**src/rtl/mem_access_stage.sv**
```systemverilog
// mem_access_stage: memory-access pipeline stage between Ex2Mem and Mem2Wb.
// Issues loads/stores over a valid/ready request + response bus, aligns and
// extends load data, and holds the pipeline until the access completes.
// Non-memory instructions pass through combinationally.
// Optional feature macro: MEM_MISALIGN_CHECK_EN
//   defined   -> misaligned half/word/double accesses trap (cause 4 load, 6 store)
//   undefined -> address bits below the access size are forced to zero
module mem_access_stage #(
    parameter int DATA_W  = 64,
    parameter int RADDR_W = 5
) (
    input  logic               Clk,
    input  logic               Rst,
    input  logic               FlushIn,
    input  logic               MemReadIn,
    input  logic               MemWriteIn,
    input  logic [1:0]         MemSizeIn,
    input  logic               MemUnsignedIn,
    input  logic [DATA_W-1:0]  MemAddrIn,
    input  logic [DATA_W-1:0]  MemWDataIn,
    input  logic [DATA_W-1:0]  RdWriteDataIn,
    input  logic [RADDR_W-1:0] RdAddrIn,
    input  logic               RdWriteEnableIn,
    input  logic [DATA_W-1:0]  InstAddrIn,
    input  logic [DATA_W-1:0]  ExcInfoIn,
    output logic               DReqValid,
    input  logic               DReqReady,
    output logic               DReqWrite,
    output logic [DATA_W-1:0]  DReqAddr,
    output logic [DATA_W-1:0]  DReqWData,
    output logic [7:0]         DReqStrb,
    input  logic               DRspValid,
    input  logic [DATA_W-1:0]  DRspData,
    output logic               HoldReq,
    output logic [DATA_W-1:0]  RdWriteDataOut,
    output logic [RADDR_W-1:0] RdAddrOut,
    output logic               RdWriteEnableOut,
    output logic [DATA_W-1:0]  InstAddrOut,
    output logic [DATA_W-1:0]  ExcInfoOut
);

    typedef enum logic [1:0] {
        IDLE  = 2'd0,
        WAIT  = 2'd1,
        DONE  = 2'd2,
        DRAIN = 2'd3
    } state_t;

    state_t            state_q, state_d;
    logic [DATA_W-1:0] loadbuf_q, loadbuf_d;

    // Address bits that must be zero for a naturally aligned access of this size.
    function automatic logic [2:0] low_mask(input logic [1:0] size);
        case (size)
            2'd0:    return 3'b000;
            2'd1:    return 3'b001;
            2'd2:    return 3'b011;
            default: return 3'b111;
        endcase
    endfunction

    // Byte strobes for a lane-0 access of this size.
    function automatic logic [7:0] strb_base(input logic [1:0] size);
        case (size)
            2'd0:    return 8'h01;
            2'd1:    return 8'h03;
            2'd2:    return 8'h0F;
            default: return 8'hFF;
        endcase
    endfunction

    // Pick the addressed lane out of the doubleword and sign/zero-extend it.
    function automatic logic [DATA_W-1:0] load_extend(
        input logic [DATA_W-1:0] raw,
        input logic [2:0]        lane,
        input logic [1:0]        size,
        input logic              uns
    );
        logic [DATA_W-1:0]  sh;
        logic signed [7:0]  b;
        logic signed [15:0] h;
        logic signed [31:0] w;
        sh = raw >> {lane, 3'b000};
        b  = sh[7:0];
        h  = sh[15:0];
        w  = sh[31:0];
        case (size)
            2'd0:    return uns ? {{(DATA_W-8){1'b0}}, b}  : {{(DATA_W-8){b[7]}}, b};
            2'd1:    return uns ? {{(DATA_W-16){1'b0}}, h} : {{(DATA_W-16){h[15]}}, h};
            2'd2:    return uns ? {{(DATA_W-32){1'b0}}, w} : {{(DATA_W-32){w[31]}}, w};
            default: return sh;
        endcase
    endfunction

    logic              mem_op;
    logic              aligned;
    logic              mis_trap;
    logic              acc;
    logic [2:0]        eff_lane;
    logic [DATA_W-1:0] mis_exc;

    // Access qualification: alignment handling depends on the misalign-check build.
    always_comb begin
        mem_op = MemReadIn | MemWriteIn;
`ifdef MEM_MISALIGN_CHECK_EN
        eff_lane = MemAddrIn[2:0];
        aligned  = ~|(MemAddrIn[2:0] & low_mask(MemSizeIn));
`else
        eff_lane = MemAddrIn[2:0] & ~low_mask(MemSizeIn);
        aligned  = 1'b1;
`endif
        mis_trap = mem_op & ~ExcInfoIn[15] & ~aligned;
        acc      = mem_op & ~ExcInfoIn[15] & ~FlushIn & aligned;
        mis_exc  = {{(DATA_W-16){1'b0}}, 1'b1, 8'h00, (MemWriteIn ? 7'd6 : 7'd4)};
    end

    // Next-state and output logic; outputs are forced to zero while in reset.
    always_comb begin
        state_d          = state_q;
        loadbuf_d        = loadbuf_q;
        DReqValid        = 1'b0;
        HoldReq          = 1'b0;
        DReqWrite        = 1'b0;
        DReqAddr         = '0;
        DReqWData        = '0;
        DReqStrb         = '0;
        RdWriteDataOut   = '0;
        RdAddrOut        = '0;
        RdWriteEnableOut = 1'b0;
        InstAddrOut      = '0;
        ExcInfoOut       = '0;
        if (!Rst) begin
            DReqWrite      = MemWriteIn;
            DReqAddr       = {MemAddrIn[DATA_W-1:3], 3'b000};
            DReqWData      = MemWDataIn << {eff_lane, 3'b000};
            DReqStrb       = strb_base(MemSizeIn) << eff_lane;
            RdWriteDataOut = RdWriteDataIn;
            RdAddrOut      = RdAddrIn;
            InstAddrOut    = InstAddrIn;
            ExcInfoOut     = mis_trap ? mis_exc : ExcInfoIn;
            // Memory ops only write back from DONE; everything else passes now.
            RdWriteEnableOut = RdWriteEnableIn & ~FlushIn & ~ExcInfoIn[15] & ~mem_op;
            unique case (state_q)
                IDLE: begin
                    if (acc) begin
                        DReqValid = 1'b1;
                        HoldReq   = 1'b1;
                        if (DReqReady) state_d = WAIT;
                    end
                end
                WAIT: begin
                    HoldReq = 1'b1;
                    if (DRspValid) begin
                        // A flush coinciding with the response just drops the data.
                        if (FlushIn) begin
                            state_d = IDLE;
                        end else begin
                            loadbuf_d = DRspData;
                            state_d   = DONE;
                        end
                    end else if (FlushIn) begin
                        state_d = DRAIN;
                    end
                end
                DONE: begin
                    state_d = IDLE;
                    if (MemReadIn) begin
                        RdWriteDataOut = load_extend(loadbuf_q, eff_lane, MemSizeIn, MemUnsignedIn);
                    end
                    RdWriteEnableOut = MemReadIn & RdWriteEnableIn & ~FlushIn;
                end
                DRAIN: begin
                    HoldReq = acc;
                    if (DRspValid) state_d = IDLE;
                end
                default: state_d = IDLE;
            endcase
        end
    end

    // State and load buffer registers.
    always_ff @(posedge Clk) begin
        if (Rst) begin
            state_q   <= IDLE;
            loadbuf_q <= '0;
        end else begin
            state_q   <= state_d;
            loadbuf_q <= loadbuf_d;
        end
    end

endmodule

```
**config.mk**
```make
export PLATFORM = sky130hd
export DESIGN_NAME = mem_access_stage
export DESIGN_NICKNAME = d
export VERILOG_FILES = /design/src/rtl/mem_access_stage.sv
export SDC_FILE = /design/constraint.sdc
export NUM_CORES = 1
export LEC_CHECK = 0
export BUFFER_PORTS_ARGS = -buffer_cell sky130_fd_sc_hd__buf_2
export CAP_MARGIN = 0
export CORE_AREA = 8 8 283 285
export DETAILED_ROUTE_END_ITERATION = 8
export DIE_AREA = 0 0 291 293
export GPL_TIMING_DRIVEN = 0
export HOLD_SLACK_MARGIN = 0.08
export SYNTH_ARGS = -nofsm -noshare
export SYNTH_HDL_FRONTEND = slang
export SYNTH_SLANG_ARGS = --single-unit
```
**constraint.sdc**
```tcl
create_clock -name Clk -period 3.2 [get_ports Clk]
set_input_delay 0.16 -clock Clk [delete_from_list [all_inputs] [get_ports Clk]]
set_output_delay 0.16 -clock Clk [all_outputs]
set_load 0.01 [all_outputs]
```
* Yosys cells after proc, flatten, opt, wreduce, memory -nomap -nowiden
Index checks and enable logic that the tools add are counted.
W data, S select, Z words.
** Cells by class
- Eq/ne operators :: 9
- Multiplexer cells :: 31
- Bitwise operators :: 13
- Reductions and logical operators :: 4
- Shift operators :: 3
** Operators by type and width (count)
- $mux W64 :: 10
- $pmux W64 S3 :: 1
- $shl A64 B6 Y64 :: 1
- $shr A64 B6 Y64 :: 1
- $pmux W8 S3 :: 1
- $mux W8 :: 2
- $mux W2 :: 6
- $pmux W3 S3 :: 1
- $pmux W2 S4 :: 1
- $shl A8 B3 Y8 :: 1
- $and A1 B1 Y1 :: 7
- $mux W1 :: 7
- $eq A2 B2 Y1 const B :: 3
- $ne A2 B2 Y1 const B :: 3
- $mux W5 :: 1
- $eq A2 B1 Y1 const B :: 2
- $logic_not A2 Y1 :: 2
- $reduce_and A4 Y1 :: 1
- $and A3 B3 Y3 :: 1
- $ne A3 B3 Y1 const B :: 1
- $not A1 Y1 :: 3
- $not A3 Y3 :: 1
- $pmux W1 S3 :: 1
- $reduce_and A3 Y1 :: 1
- $or A1 B1 Y1 :: 1
** Word-level totals
- Word-level logic and storage cells :: 62
- Output and inout port bits :: 337
- Input bits :: 400
- Flip-flop bits (word level) :: 66

* Depth between registers and ports, before layout
- Word-level depth :: 10
- Depth in mapped cells :: 9
- Mapped depth without buffers :: 8

* Least setup slack after synthesis
No wires, ideal clock.
- Path type :: in2out
- Start :: input port MemSizeIn[1]
- End :: output port RdWriteDataOut[31]
- Buffers on the path :: 2
- Required time :: 3040 ps
- Arrival :: 2019 ps
- Stages :: 7
- Slack :: 1021 ps
- Cells stage by stage :: buf_2 > nor2b_1 > clkbuf_1 > a222oi_1 > o21ai_1 > nor2_1 > a2111oi_0
** On the way
- Cells in the longest elaborated chain, start to end :: 10
- Elaborated cells on any way between the ends :: 14
- Those cells by class :: 2 x eq/ne; 1 x shift; 8 x mux; 2 x bitwise; 1 x reduce/logical
** Ends and longest elaborated chain
- start: declaration :: line 17 : input logic [1:0] MemSizeIn,
- $eq A2 B2 Y1, or another cell as far along :: line 54, 87
- $pmux W3 S3 :: line 54 : case (size)
- $not A3 Y3 :: line 109 : eff_lane = MemAddrIn[2:0] & ~low_mask(MemSizeIn);
- $and A3 B3 Y3 :: line 109
- $shr A64 B6 Y64 :: line 83 : sh = raw >> {lane, 3'b000};
- $mux W64, on equally long branches :: line 90, 88, 89
- $pmux W64 S3 (*) :: line 87 : case (size)
- $mux W64 (*) :: line 167 : if (MemReadIn) begin
- $mux W64 (*) :: line 143 : unique case (state_q)
- $mux W64 (*) :: line 132 : if (!Rst) begin
- end: declaration :: line 35 : output logic [DATA_W-1:0] RdWriteDataOut,
Mark *: on every way between the ends. The rest lies on a longest branch, timed or not.

* Final worst setup path
Ends and elaborated chain as after synthesis.

==> out/metrics.json <==
{
  "syn_to_final_growth_pct": 73.24,
  "min_period_ps": 3051,
  "boundaryPins": 737,
  "dr_total_vias": 12880,
  "run_status": "complete, no violations",
  "grt_pass1_vias": 12590,
  "drv.max_cap_violation_count": 0,
  "post-place-cells": 2912,
  "cts.htree.levels": 3,
  "final-seq-area_um2": 1321,
  "route.detailed.drc": 0,
  "die_area_um2": 85260,
  "netlist.area_leader.share": 0.1640,
  "rows": 101,
  "grt_max_degree": 14,
  "crit_path_start": "MemSizeIn[1]",
  "power-per-cell-area_nw_per_um2": 267.0,
  "tritoncts": "yes",
  "rsz0062_at_grt": "no",
  "critical_path.startpoint_type": "input pin",
  "cpPeakStageDelay_ps": 620,
  "final_hold_viol_count": 0,
  "clk_pin_slew_worst_paths_ps": 60,
  "clock-skew-final_ps": 10.89,
  "gpl.final_weighted_congestion": 1.008,
  "cts-buffers-inserted": 9,
  "total_of_buffers_placed_on_input_and_output_ports": 732,
  "place.detailed.hpwl_um": 68130,
  "design_area_um2": 13960,
  "critical_path_depth": 9,
  "yosysSeqAreaShare": 0.1640,
  "detailed_place.area_um2": 12970,
  "vdd.ir_drop.worst_mv": 0.2650,
  "synth.yosys.warnings": 0,
  "timing.critical_path.cells": "buf_2, buf_2, nor2_2, and3_1, a2111oi_2, a2111oi_4, nor2_1, a2111oi_1, buf_2",
  "synth.largest_area_cell": "sky130_fd_sc_hd__dfxtp_1",
  "worstPathBufferInverterCount": 3,
  "critical_path.max_fanout": 10,
  "routed_wire_length_per_instance_um": 25.71,
  "final_antenna_net_count": 0,
  "report.final.slew_viol_count": 0,
  "worst_setup_path_endpoint": "RdWriteDataOut[31]",
  "final_layout_size_suffix_gt1_frac": 0.4197,
  "timing.hold.worst.class": "in2reg",
  "final_setup_violation_count": 0,
  "rr_worst_depth": 7,
  "gr-total-overflow": 0,
  "clock.fmax_ghz": 0.3277,
  "synth_enable_flop_cells": 0,
  "ys_top_cells_by_area": "sky130_fd_sc_hd__dfxtp_1 (16%), sky130_fd_sc_hd__nor2b_1 (15%), sky130_fd_sc_hd__nand2_1 (12%)",
  "worst_slew_pin_slew_ps": 1109,
  "synth-main-ff-cell": "sky130_fd_sc_hd__dfxtp_1",
  "chip_width_um": 291,
  "num-nets-final": 2411,
  "critPathCaptureType": "primary output",
  "relSlewSlack": 0.2609,
  "totalWireLength_um": 77050,
  "multi_input_area_um2": 6238,
  "clock_tree.buffer_depth": 2,
  "synth.ff_latch_count": 66,
  "cts_sinks": 66,
  "clk_root_buffer_cell": "sky130_fd_sc_hd__clkbuf_16",
  "timing_worst_setup_path_type": "in2out",
  "worst-r2r-setup-slack_ps": 1080,
  "timing.critical_path.mode_cell": "sky130_fd_sc_hd__buf_2",
  "critical_path.slowest_cell": "sky130_fd_sc_hd__a2111oi_4",
  "finalNonFillerCells": 2997,
  "detail_route.first_pass.iterations": 6,
  "layout.filler_cells": 8706,
  "required_ps": 3040,
  "grt_pass1_wl_um": 103000,
  "critical_path.reg2reg.endpoint": "loadbuf_q[24]",
  "clock_insertion_delay_worst_skew_ps": 350,
  "netlist_instances": 1199,
  "async_flop_share": 0,
  "antenna_found_initial": 50,
  "synthesis.area_per_instance_um2": 6.720,
  "post-route-period-util": 0.9535,
  "initial_core_util": 0.1068,
  "reg2reg_from": "state_q[1]",
  "design.core.area_um2": 75440,
  "power.static_leakage_nw": 6.505,
  "crit_family": "compound AO/OA/AOI/OAI gates",
  "drt-vias-per-instance": 4.296,
  "cp_data_arrival_time_ps": 2890,
  "die_h_um": 293,
  "post_synth_cell_types": 46,
  "grt_usage": 0.1678,
  "synth_area_um2": 8058,
  "detailedRoute.firstIterationViolations": 968
}
timing repair:
| action | CTS | global route |
|---|---|---|
| hold endpoints to repair | 60 | 0 |
| pin swaps | 0 | 1 |
| endpoints found under the setup margin | 51 | 55 |
| setup buffers | 0 | 2 |
| resized for setup | 14 | 6 |
| hold buffers | 60 | 0 |
| cloned | 0 | 0 |
per-layer routing:
layer / track usage / vias up / share of wire
met5: 0 / - / 0.00052
met4: 0.04774 / 6 / 0.037
met3: 0.04642 / 198 / 0.090
met2: 0.3079 / 930 / 0.50
met1: 0.1888 / 6027 / 0.37
li1: - / 5714 / -
worst min-delay path by stage:
stage | startpoint | endpoint | slack [ps] | cells after the start
after floorplan | DRspData[0] | loadbuf_q[0] | 300 | 2
after global placement | DRspData[38] | loadbuf_q[38] | 410 | 3
after detailed placement | DRspData[60] | loadbuf_q[60] | 410 | 3
after CTS | DRspData[23] | loadbuf_q[23] | 80 | 3
after global routing | DRspData[0] | loadbuf_q[0] | 90 | 3
final | DRspData[0] | loadbuf_q[0] | 90 | 3
synthesized netlist by cell type (all sizes together), types with 9 or more instances:
cell type	instances
nor3	11
dfxtp	66
clkbuf	86
a211oi	34
inv	9
nand2	263
and3	9
and2	10
a32oi	9
buf	27
o31ai	32
nor2	136
nand3	11
mux4	22
a21oi	120
nor2b	198
a31oi	9
o21ai	13
mux2i	86
worst reg2reg max path: cells and delay by family, from the launching register on:
family          cells  cell delay, ps
simple gates        3             720
fa+ha+maj           1             230
flops               1             370
buf+inv             2             570
compound gates      1             160
sequential cells by signal, indices dropped and copies added (netlist names):
register / count
loadbuf_q: 64
state_q: 2
cell type report:
| class | instances | share of cell area |
|---|---|---|
| multi-input combinational | 1013 | 0.4469 |
| tap | 978 | 0.08766 |
| sequential | 66 | 0.09465 |
| timing repair buffer | 795 | 0.3073 |
| inverter | 9 | 0.002420 |
| clock inverter | 7 | 0.007170 |
| buffer | 112 | 0.03630 |
| antenna | 8 | 0.001434 |
| clock buffer | 9 | 0.01613 |
report_power, final:
| group | internal [mW] | switching [mW] | total (mW) | leakage [nW] |
|---|---|---|---|---|
| Sequential | 0.852 | 0.0509 | 0.902 | 0.534 |
| Clock | 0.690 | 0.437 | 1.13 | 0.160 |
| Combinational | 0.682 | 1.02 | 1.70 | 5.81 |
cell families after synthesis:
| logic type | after synthesis | synth area share |
|---|---|---|
| and+or+nand+nor | 646 | 0.3750 |
| AOI/OAI and AO/OA | 248 | 0.2152 |
| buffers and inverters | 122 | 0.06460 |
| muxes | 111 | 0.1730 |
| DFF | 66 | 0.1640 |
| adders and majority gates | 5 | 0.007764 |
| other | 1 | 0.0004654 |
stage by stage:
| stage | TNS (ps) | total power [mW] | worst slack, ps | util | hold WS [ps] |
|---|---|---|---|---|---|
| finish | 0 | 3.727 | 148.7 | 0.1850 | 86.86 |
| global placement | -14040 | 2.528 | -713.8 | 0.1717 | 406.0 |
| detailed placement | -12640 | 2.529 | -696.8 | 0.1719 | 407.6 |
| CTS | -51.56 | 3.726 | -49.18 | 0.1845 | 81.26 |
| floorplan | 0 | 1.657 | 1021 | - | 296.0 |
| global route | 0 | 3.892 | 6.125 | 0.1848 | 89.62 |
placed cells by master, fill, tap and decap left out, drive strengths merged, types with 13 or more instances in the layout:
cell         count
mux2i           86
nand2          263
buf            758
mux4            22
nor2b          198
a21oi          120
clkbuf          98
dfxtp           66
nor2           136
o21ai           13
a211oi          34
dlygate4sd3     60
o31ai           32
No activity file was read; power rests on OpenSTA's default activity.
